[config.mk]
export PLATFORM = sky130hd
export DESIGN_NAME = gpio_io_bridge
export DESIGN_NICKNAME = d
export VERILOG_FILES = /design/src/rtl/gpio_bridge_pkg.sv /design/src/rtl/sync_fifo.sv /design/src/rtl/gpio_io_bridge.sv
export SDC_FILE = /design/constraint.sdc
export NUM_CORES = 1
export LEC_CHECK = 0
export ABC_AREA = 1
export CAP_MARGIN = 20
export CORE_ASPECT_RATIO = 0.7
export CORE_MARGIN = 5
export CORE_UTILIZATION = 40
export DETAILED_ROUTE_END_ITERATION = 8
export PLACE_DENSITY = 0.62
export SKIP_LAST_GASP = 1
export SYNTH_ARGS = -nofsm -noshare
export SYNTH_HDL_FRONTEND = slang
export SYNTH_HIERARCHICAL = 1
export SYNTH_SLANG_ARGS = --single-unit
[constraint.sdc]
create_clock -name clk -period 3.6 [get_ports clk]
set_input_delay 1.08 -clock clk [delete_from_list [all_inputs] [get_ports clk]]
set_output_delay 1.08 -clock clk [all_outputs]
set_load 0.03 [all_outputs]
[src/rtl/gpio_bridge_pkg.sv]
// Shared defaults and width helpers for the GPIO board-side bridge.
package gpio_bridge_pkg;

    localparam int DEF_WIDTH           = 32;
    localparam int DEF_DEBOUNCE_CYCLES = 4;
    localparam int DEF_FIFO_DEPTH      = 8;

    // Pointer width for a power-of-two FIFO; never narrower than one bit.
    function automatic int ptr_width(input int depth);
        return (depth > 1) ? $clog2(depth) : 1;
    endfunction

    // Width of the debounce down-counter, which must hold cycles-1.
    function automatic int cnt_width(input int cycles);
        return (cycles > 1) ? $clog2(cycles) : 1;
    endfunction

endpackage

[src/rtl/sync_fifo.sv]
// Show-ahead capture FIFO: head word is presented combinationally while non-empty.
module sync_fifo
    import gpio_bridge_pkg::*;
#(
    parameter int WIDTH = DEF_WIDTH,
    parameter int DEPTH = DEF_FIFO_DEPTH
)(
    input  logic                        clk,
    input  logic                        rst,
    input  logic                        i_push,
    input  logic [WIDTH-1:0]            i_data,
    input  logic                        i_pop_ready,
    output logic                        o_valid,
    output logic [WIDTH-1:0]            o_data,
    output logic [ptr_width(DEPTH):0]   o_count,
    output logic                        o_drop
);

    localparam int PW = ptr_width(DEPTH);
    localparam int CW = PW + 1;

    logic [WIDTH-1:0] r_mem [DEPTH];
    logic [PW-1:0]    r_wptr;
    logic [PW-1:0]    r_rptr;
    logic [CW-1:0]    r_count;

    logic w_empty;
    logic w_full;
    logic w_pop;
    logic w_wr;

    assign w_empty = (r_count == '0);
    assign w_full  = (r_count == CW'(DEPTH));
    assign w_pop   = !w_empty && i_pop_ready;
    // A pop in the same cycle frees the slot the push lands in, even when full.
    assign w_wr    = i_push && (!w_full || w_pop);
    assign o_drop  = i_push && w_full && !w_pop;

    always_ff @(posedge clk or negedge rst) begin
        if (!rst) begin
            r_wptr  <= '0;
            r_rptr  <= '0;
            r_count <= '0;
        end else begin
            if (w_wr) begin
                r_wptr <= r_wptr + PW'(1);
            end
            if (w_pop) begin
                r_rptr <= r_rptr + PW'(1);
            end
            case ({w_wr, w_pop})
                2'b10:   r_count <= r_count + CW'(1);
                2'b01:   r_count <= r_count - CW'(1);
                default: r_count <= r_count;
            endcase
        end
    end

    always_ff @(posedge clk) begin
        if (w_wr) begin
            r_mem[r_wptr] <= i_data;
        end
    end

    assign o_valid = !w_empty;
    assign o_data  = w_empty ? '0 : r_mem[r_rptr];
    assign o_count = r_count;

endmodule

[src/rtl/gpio_io_bridge.sv]
// Board-side GPIO partner: debounced switch word in, change-captured output word FIFO out.
module gpio_io_bridge
    import gpio_bridge_pkg::*;
#(
    parameter int WIDTH           = DEF_WIDTH,
    parameter int DEBOUNCE_CYCLES = DEF_DEBOUNCE_CYCLES,
    parameter int FIFO_DEPTH      = DEF_FIFO_DEPTH
)(
    input  logic                          clk,
    input  logic                          rst,
    input  logic [WIDTH-1:0]              sw_in,
    output logic [WIDTH-1:0]              gpio_in,
    input  logic [WIDTH-1:0]              gpio_out,
    output logic                          host_valid,
    output logic [WIDTH-1:0]              host_data,
    input  logic                          host_ready,
    output logic [$clog2(FIFO_DEPTH):0]   fifo_count,
    output logic                          overflow,
    input  logic                          clear_ovf
);

    localparam int DCW = cnt_width(DEBOUNCE_CYCLES);
    localparam logic [DCW-1:0] DB_LOAD = DCW'(DEBOUNCE_CYCLES - 1);

    logic [WIDTH-1:0] r_s1;
    logic [WIDTH-1:0] r_s2;
    logic [WIDTH-1:0] r_cand;
    logic [DCW-1:0]   r_cnt;
    logic [WIDTH-1:0] r_gpio_in;
    logic [WIDTH-1:0] r_prev_out;
    logic             r_overflow;

    logic             w_change;
    logic             w_drop;

    // Whole-word debounce: any change of the synchronised word reloads one
    // shared timer; the candidate commits once the timer has run out.
    always_ff @(posedge clk or negedge rst) begin
        if (!rst) begin
            r_s1      <= '0;
            r_s2      <= '0;
            r_cand    <= '0;
            r_cnt     <= '0;
            r_gpio_in <= '0;
        end else begin
            r_s1 <= sw_in;
            r_s2 <= r_s1;
            if (r_s2 != r_cand) begin
                r_cand <= r_s2;
                r_cnt  <= DB_LOAD;
            end else if (r_cnt != '0) begin
                r_cnt <= r_cnt - DCW'(1);
            end else if (r_cand != r_gpio_in) begin
                r_gpio_in <= r_cand;
            end
        end
    end

    assign gpio_in  = r_gpio_in;
    assign w_change = (gpio_out != r_prev_out);

    // prev_out tracks every change, including dropped ones, so a lost word is not retried.
    always_ff @(posedge clk or negedge rst) begin
        if (!rst) begin
            r_prev_out <= '0;
            r_overflow <= 1'b0;
        end else begin
            if (w_change) begin
                r_prev_out <= gpio_out;
            end
            if (w_drop) begin
                r_overflow <= 1'b1;
            end else if (clear_ovf) begin
                r_overflow <= 1'b0;
            end
        end
    end

    assign overflow = r_overflow;

    sync_fifo #(
        .WIDTH (WIDTH),
        .DEPTH (FIFO_DEPTH)
    ) u_fifo (
        .clk         (clk),
        .rst         (rst),
        .i_push      (w_change),
        .i_data      (gpio_out),
        .i_pop_ready (host_ready),
        .o_valid     (host_valid),
        .o_data      (host_data),
        .o_count     (fifo_count),
        .o_drop      (w_drop)
    );

endmodule

**Word level (Yosys, flattened, before mapping)**

Memories as Yosys holds them, arrays and structs flattened.
Cells that the tools add are included.
W data, S select, Z words.

- Register bits: 173
- Bits in latches: 0
- RAM bits: 256
- Bits in read-only memories: 0
- Input port bits: 68
- Output and inout port bits: 70
- Word-level logic and storage cells: 46
- Memories: 1

Memory list:

| memory | words | width | read ports | clocked after Yosys merged registers in | wr ports | line | RTL |
|---|---|---|---|---|---|---|---|
| u_fifo.r_mem | 8 | 32 | 1 | 0 | 1 | sync_fifo.sv:22 | `logic [WIDTH-1:0] r_mem [DEPTH];` |

- $add $sub $neg: 5
- $mul: 0
- Divide/modulo/power cells: 0
- Magnitude comparators: 0
- Equal/unequal tests: 6
- Shifts and indexed selects: 0
- Mux-type cells: 8
- Bitwise operators: 2
- Reduce and logical (&&, ||, !) cells: 14

Operator list:

| kind | count |
|---|---|
| $ne A32 B32 Y1 | 3 |
| $mux W32 | 1 |
| $pmux W4 S2 | 1 |
| $reduce_bool A2 Y1 | 4 |
| $add A3 B1 Y3 const B | 2 |
| $add A4 B1 Y4 const B | 1 |
| $eq A4 B4 Y1 const B | 1 |
| $logic_and A1 B1 Y1 | 4 |
| $logic_not A4 Y1 | 1 |
| $mux W1 | 4 |
| $mux W2 | 2 |
| $sub A4 B1 Y4 const B | 1 |
| $logic_not A1 Y1 | 3 |
| $reduce_and A3 Y1 | 1 |
| $eq A2 B1 Y1 const B | 1 |
| $eq A2 B2 Y1 const B | 1 |
| $not A1 Y1 | 2 |
| $sub A2 B1 Y2 const B | 1 |
| $logic_or A1 B1 Y1 | 1 |

**Longest topological paths before layout**

Gate-level depths: netlist of run 1.

- Word-level depth: 7
- Mapped depth: 18
- Gate-level depth less buffers: 18

**Cells and area by module**

The synthesis of run 1 kept the hierarchy.

Modules (own cells, without submodules):

| module | times used | cells each | area each (um^2) | sequential area each (um^2) |
|---|---|---|---|---|
| sync_fifo | 1 | 812 | 10651.5 | 7937.6 |
| gpio_io_bridge | 1 | 636 | 6477.5 | 4078.9 |

**Worst setup path before layout of run 1**

OpenSTA, ideal clock, no wires.

- Path type: input port to flip-flop
- Start: input gpio_out[27]
- End: memory u_fifo/r_mem[0][0] (netlist name) (enable)
- Data arrival time: 3385 ps
- Path slack: -206 ps
- Stages: 10
- Buffers on the path: 0
- Path through: inv_1 -> or2_2 -> nand3_1 -> nor3_1 -> o2111ai_1 -> nor2_1 -> nand2_1 -> nand2_2 -> or2_4 -> nor2_1

- Longest elaborated chain between the ends: 4

Ends and longest elaborated chain:

| element | line | RTL |
|---|---|---|
| from (decl) | gpio_io_bridge.sv:13 | `input logic [WIDTH-1:0] gpio_out,` |
| $ne A32 B32 Y1 | gpio_io_bridge.sv:60 | `assign w_change = (gpio_out != r_prev_out);` |
| named net w_change | gpio_io_bridge.sv:33 | `logic w_change;` |
| $logic_and A1 B1 Y1 | sync_fifo.sv:36 | `assign w_wr = i_push && (!w_full \|\| w_pop);` |
| $mux W1 | sync_fifo.sv:60 | `if (w_wr) begin` |
| $mux W1 (implied by the code) | sync_fifo.sv:61 | `r_mem[r_wptr] <= i_data;` |
| to (decl) | sync_fifo.sv:22 |  |

The timed path passes the listed nets, and every way through them passes these cells.

**Final worst setup path of run 1**

- Start: register u_fifo.r_rptr[0]
- End: output host_data[29]

- Longest elaborated chain between the ends: 2

Ends and longest elaborated chain:

| element | line | RTL |
|---|---|---|
| from (decl) | sync_fifo.sv:24 | `logic [PW-1:0] r_rptr;` |
| from (signal assigned) | sync_fifo.sv:49 | `r_rptr <= r_rptr + PW'(1);` |
| $mem_v2 Z8 W32 | n/a |  |
| $mux W32 | sync_fifo.sv:66 | `assign o_data = w_empty ? '0 : r_mem[r_rptr];` |
| to (decl) | gpio_io_bridge.sv:15 | `output logic [WIDTH-1:0] host_data,` |

No other way between the ends.

==> results of run 1 <==
==> cell usage after synthesis <==
master	instances
xor2_1	35
dfrtp_1	173
nor2_8	1
nand2_4	4
o21ai_2	1
o32ai_1	64
o21ai_1	6
nand2_1	169
inv_4	1
nor2_1	308
buf_4	9
o21ai_0	92
clkbuf_1	92
buf_1	1
or2_2	9
nand2_2	36
buf_2	18
or2_4	1
xnor2_1	32
nand4_2	1
o21bai_1	2
o2111ai_1	1
o211ai_1	2
a211oi_1	3
ha_1	4
inv_1	51
buf_6	9
edfxtp_1	256
nand3_4	2
nand4_1	35
nor2_2	4
nor3_1	3
inv_2	12
clkinv_1	3
nand3_1	8
==> worst min-delay path by stage <==
stage | end | slack (ps) | cells past startpoint
finish | r_s2[17]$_DFF_PN0_ | 350 | 0
global route | r_s2[16]$_DFF_PN0_ | 360 | 0
CTS | r_s2[29]$_DFF_PN0_ | 350 | 0
detailed placement | r_s2[25]$_DFF_PN0_ | 330 | 0
global placement | r_s2[9]$_DFF_PN0_ | 330 | 0
floorplan | r_s2[0]$_DFF_PN0_ | 330 | 0
==> cell families (layout without fill, tap and decap cells) <==
logic type	count (synthesis)	count (layout)	share of synthesized area, %
and+or+nand+nor	581	581	14.55
DFF	429	429	70.15
adders and majority gates	4	4	0.2922
buffers and inverters	196	372	5.033
xor gates and xnor gates	67	67	3.426
AOI/OAI and AO/OA	171	171	6.545
==> power by group through the flow <==
stage	logic, mW	registers (mW)	clock network (mW)
6_report	6.00	6.56	4.39
5_1_grt	6.50	6.63	4.70
3_3_place_gp	5.73	6.66	0
2_1_floorplan	3.48	6.60	0
3_5_place_dp	5.82	6.69	0
4_1_cts	5.88	6.57	4.50
==> registers in the layout (all words and copies together), names as in the netlist <==
signal / count
r_s1: 32
r_prev_out: 32
r_s2: 32
u_fifo/o_count: 4
u_fifo/r_wptr: 3
r_cand: 32
u_fifo/r_mem: 256
r_cnt: 2
overflow: 1
gpio_in: 32
u_fifo/r_rptr: 3
==> layout make-up <==
type,count,area (sq um)
Multi-Input combinational cell,823,4328
Fill cell,3675,21340
Clock inverter,12,187.7
Tap cell,552,690.7
Timing Repair Buffer,228,2303
Clock buffer,65,1189
Inverter,67,266.5
Sequential cell,429,12020
==> worst max-delay path, delay by kind of cell (launching register included) <==
kind	cells	cell delay, ps
buf+inv	4	660
flops	1	550
compound gates	2	380
simple gates	2	240
==> metrics by stage <==
stage / cell area (sq um) / instances / hold WS (ps)
2_1_floorplan: 17140 / 1448 / 331.2
3_3_place_gp: 19430 / 2093 / 332.7
3_5_place_dp: 19450 / 2094 / 334.7
4_1_cts: 20870 / 2172 / 348.1
5_1_grt: 20990 / 2176 / 355.5
6_report: 20990 / 2176 / 345.0
==> layer usage <==
metal	track usage, %	share of wire, %
met1	25.13	48
met2	24.70	44
met3	3.000	5.6
met4	4.077	1.9
met5	0	0
==> timing repair <==
action,CTS,global route
endpoints found under the setup margin,29,32
pin swaps,0,1
gates cloned,0,1
resized for setup,20,17
setup buffers,1,2
==> metrics.cfg, run 1 <==
[setup_path]
r2r_end = u_fifo/o_count[2]$_DFFE_PN0P_
cp.arrival_ps = 2400
criticalPathCategory = flip-flop to output port
path_cells = clkinv_8 -> buf_8 -> buf_8 -> nor2_1 -> o32ai_1 -> o21ai_0 -> nor2_1 -> buf_4
crit_start = u_fifo/r_rptr[0]$_DFFE_PN0N_
worst_setup_path_start_kind = flip-flop
worstPathRequired_ps = 2520
cp_max_fo = 19
cpMaxStageDelayCell = dfrtp_4
reg2reg_from = r_prev_out[3]$_DFFE_PN0P_
max_stage_delay_ps = 550
endpoint_kind = output port
worstRegToRegCells = 17
r2r_slack_ps = 850
crit_end = host_data[29]

[flow_run]
drv_cap = 0

[power_and_ir_drop]
clkPwrFrac_pct = 25.9
power_frac_seq_pct = 38.7
p_sw_share_pct = 35.71
p_comb_share_pct = 35.4
p_total_mw = 16.95
power.leakage_nw = 8.246
peakVddDrop_mv = 0.3822
p_int_mw = 10.90
powerDensity_mw_per_mm2 = 807.4
switchingPower_mw = 6.052

[min_path]
hp-class = flip-flop to flip-flop
min_from = r_s1[17]$_DFF_PN0_

[sta]
fin_crit_sh_pct = 96.73
rsz0062_at_grt = true
slew_headroom_pct = 53.13
finClkSkew_ps = 17.17
hold_viol = 0
worstMarginPinSlew_ps = 703.0
setup_tns_ps = 0
finalWorstSetupSlack_ps = 117.8
setup_violations = 0
fmax_ghz = 0.2872
maxSlewViolCount = 0
period_minus_slack_ps = 3482

[cells_and_area]
drive_gt1_share_pct = 16.01
final_util_pct = 49.58
fin_nets = 1663
layout_common_cells = nor2_1, edfxtp_1, dfrtp_1
antenna_cells = 0
syn2layout_area_growth_pct = 22.53
layout_commonest_cell = nor2_1

[global_route]
grtUsageTotal_pct = 16.48
grt_pass1_wl_microns = 61770
overflow = 0
grt_max_degree = 99
first_global_vias = 10660
antenna_found_initial = 0

[detailed_routing]
vias_per_cell = 5.000
ant_nets = 0
vias = 10880
drtIter0Drc = 726
route.detailed.drc = 0
firstDrtPassIters = 4
wl_per_cell_microns = 18.24
totalWireLength_microns = 39690

[placed_design]
portBuffers = 137
hpwl_microns = 24490
dp_slack_ps = -541.9
gp_congestion = 0.7425

[floorplan]
core_region_area_sq_mm = 0.04233
start_util_pct = 40.47
dieHeight_microns = 183.1
num_io_pins = 138
die_w_microns = 257.3
row_count = 63
die_area_sq_mm = 0.04713

[synth]
synth_warnings = 6
synth_top_cells_by_area = edfxtp_1, dfrtp_1, nor2_1
syn_nets = 1520
syn_avg_cell_area_sq_um = 11.83
synth_top_cell_by_area = edfxtp_1
netlist_area_sq_mm = 0.01713
ys_ff_latch = 429
ys_seq_area_share_pct = 70.15
netlist.area_leader.share_pct = 44.88
ys_types = 35
synthCells = 1448

[clock_network]
clk_path_buf_depth = 3
htree_levels = 2
cts_buffers = 42
clock_tree.root_cell = clkbuf_16
cts_tree = yes
clk_pin_slew_ps = 60
worst_skew_pair.late_latency_ps = 550
holdBufCountCts = 0
cts.sinks = 429

[run_status]
status = completed

(Power assumes the default switching activity.)
==> run 2: changes to the inputs <==
- SLEW_MARGIN: not set -> 20
==> results of run 2 <==
Final layout, timing and power as in run 1 (identical DEF).
==> run 3: changes to the inputs <==
- clock period: 3.6 -> 4.4 ns (I/O delays scaled with it)
==> metrics.cfg, run 3 (synthesis results as in run 1) <==
[run_status]
status = completed

[detailed_routing]
ant_nets = 0  ; unchanged
vias_per_cell = 5.037  ; +0.75%
route.detailed.drc = 0  ; unchanged
totalWireLength_microns = 39780  ; +0.24%
vias = 10820  ; -0.60%
wl_per_cell_microns = 18.53  ; +1.6%
firstDrtPassIters = 5  ; +1
drtIter0Drc = 975  ; +34%

[min_path]
hp-class = flip-flop to flip-flop

[global_route]
grt_pass1_wl_microns = 62620  ; +1.4%
antenna_found_initial = 0  ; unchanged
overflow = 0  ; unchanged
first_global_vias = 10720  ; +0.52%
grtUsageTotal_pct = 16.63  ; +0.15 points
grt_max_degree = 130  ; +31%

[floorplan]
die_w_microns = 257.3  ; unchanged
die_area_sq_mm = 0.04713  ; unchanged
row_count = 63  ; unchanged
num_io_pins = 138  ; unchanged
core_region_area_sq_mm = 0.04233  ; unchanged
dieHeight_microns = 183.1  ; unchanged
start_util_pct = 40.47  ; unchanged

[cells_and_area]
regMostFlops = u_fifo/r_mem
layout_common_cells = nor2_1, edfxtp_1, dfrtp_1
largest_register_ffs = 256  ; unchanged
post-route-cell-area_sq_mm = 0.02065  ; -1.6%
drive_gt1_share_pct = 14.23  ; -1.8 points
layout_commonest_cell = nor2_1
antenna_cells = 0  ; unchanged
fin_nets = 1633  ; -1.8%
syn2layout_area_growth_pct = 20.55

[sta]
worstMarginPinSlew_ps = 844.0  ; +141.0 ps
hold_viol = 0  ; unchanged
fmax_ghz = 0.2382
setup_tns_ps = 0  ; unchanged
slew_headroom_pct = 43.67  ; -9.5 points
fin_crit_sh_pct = 95.39
period_minus_slack_ps = 4197
rsz0062_at_grt = false
finClkSkew_ps = 18.91  ; +1.737 ps
maxSlewViolCount = 0  ; unchanged
setup_violations = 0  ; unchanged
whs_ps = 340.9  ; -4.125 ps

[placed_design]
portBuffers = 137  ; unchanged
hpwl_microns = 23420  ; -4.4%
gp_congestion = 0.7779  ; +4.8%
postPlaceCellArea_sq_mm = 0.01923  ; -1.1%

[power_and_ir_drop]
clkPwrFrac_pct = 26.3  ; +0.4 points
powerDensity_mw_per_mm2 = 668.8  ; -17%
p_comb_share_pct = 34.7  ; -0.7 points
power.leakage_nw = 8.060  ; -2.2%
p_sw_share_pct = 35.87  ; +0.16 points
p_int_mw = 8.857  ; -19%
peakVddDrop_mv = 0.3973  ; +4.0%
switchingPower_mw = 4.953  ; -18%
power_frac_seq_pct = 39.0  ; +0.3 points

[setup_path]
max_stage_delay_ps = 710  ; +160 ps
cp_max_fo = 129  ; +110
critPathTopFamily = buffers and inverters
cpMaxStageDelayCell = clkdlybuf4s50_1
cpMostUsedCell = nor2_1
cp.arrival_ps = 2880  ; +480 ps
cp.buffers_inverters = 2  ; -2
endpoint_kind = output port
criticalPathCategory = flip-flop to output port
worstPathRequired_ps = 3080  ; +560 ps
path_cells = buf_12 -> nor2_1 -> o32ai_1 -> nor2_1 -> nor2_1 -> clkdlybuf4s50_1
worst_setup_path_start_kind = flip-flop

[clock_network]
cts_buffers = 44  ; +4.8%
worst_skew_pair.late_latency_ps = 550  ; about the same
clock_tree.root_cell = clkbuf_16
holdBufCountCts = 0  ; unchanged
clk_path_buf_depth = 3  ; unchanged
htree_levels = 2  ; unchanged
cts_tree = yes
cts.sinks = 429  ; unchanged
clk_pin_slew_ps = 60  ; about the same

[flow_run]
drv_cap = 0  ; unchanged

[run 3: changes by cell type in the layout (fill, tap and decap cells not counted), sizes merged]
cell	previous run	this run
clkinv	10	20
dlymetal6s2s	1	0
clkdlybuf4s50	104	113
clkbuf	68	59
inv	64	65
buf	112	82
dlygate4sd2	3	0
clkdlybuf4s15	5	0
bufinv	4	3
[run 3: stage by stage]
stage	util (%)	cells	total power [mW]	setup slack (ps)
2_1_floorplan	-	1448	8.248	354.3
3_3_place_gp	45.44	2066	10.19	61.12
3_5_place_dp	45.44	2066	10.25	31.06
4_1_cts	48.73	2146	13.94	65.19
5_1_grt	48.78	2147	14.56	22.36
6_report	48.78	2147	13.81	202.7
[run 3: routing by layer]
layer,vias to the layer above,wire length [microns],global-route usage (%)
met5,-,0,0
met4,0,718,3.927
met3,60,2127,2.890
met2,291,17920,25.14
met1,5341,19020,25.35
li1,5123,-,-
[run 3: layout make-up]
type | count | area, sq um
inverters | 67 | 256.5
clock buffers | 58 | 1205
fillers | 3649 | 21680
well taps | 552 | 690.7
multi-input cells | 823 | 4310
flip-flops and latches | 429 | 12020
repair buffers | 196 | 1973
clock inverters | 22 | 188.9
[run 3: power by group through the flow]
| stage | Sequential [mW] | Combinational [mW] | Clock [mW] |
|---|---|---|---|
| 6_report | 5.39 | 4.79 | 3.63 |
| 5_1_grt | 5.46 | 5.19 | 3.91 |
| 4_1_cts | 5.43 | 4.76 | 3.74 |
| 3_5_place_dp | 5.51 | 4.74 | 0 |
| 3_3_place_gp | 5.49 | 4.69 | 0 |
| 2_1_floorplan | 5.41 | 2.84 | 0 |
[run 3: worst paths after layout]
check                                                   from                       endpoint  slack (ps)  cells after the start
min in group asynchronous                                rst      r_prev_out[0]$_DFFE_PN0P_         800                      1
max in group asynchronous                                rst              r_s1[2]$_DFF_PN0_        2700                      2
worst min register to register            r_s1[12]$_DFF_PN0_             r_s2[12]$_DFF_PN0_         340                      0
worst min-delay path                      r_s1[12]$_DFF_PN0_             r_s2[12]$_DFF_PN0_         340                      0
worst max-delay path            u_fifo/r_rptr[0]$_DFFE_PN0N_                   host_data[7]         200                      6
worst max register to register    r_prev_out[17]$_DFFE_PN0P_  u_fifo/o_count[2]$_DFFE_PN0P_        1500                     15
[run 3: what timing repair did]
action | 4_1_cts | 5_1_grt
resized for setup | 0 | 1
setup buffers | 0 | 1
endpoints found under the setup margin | 0 | 10
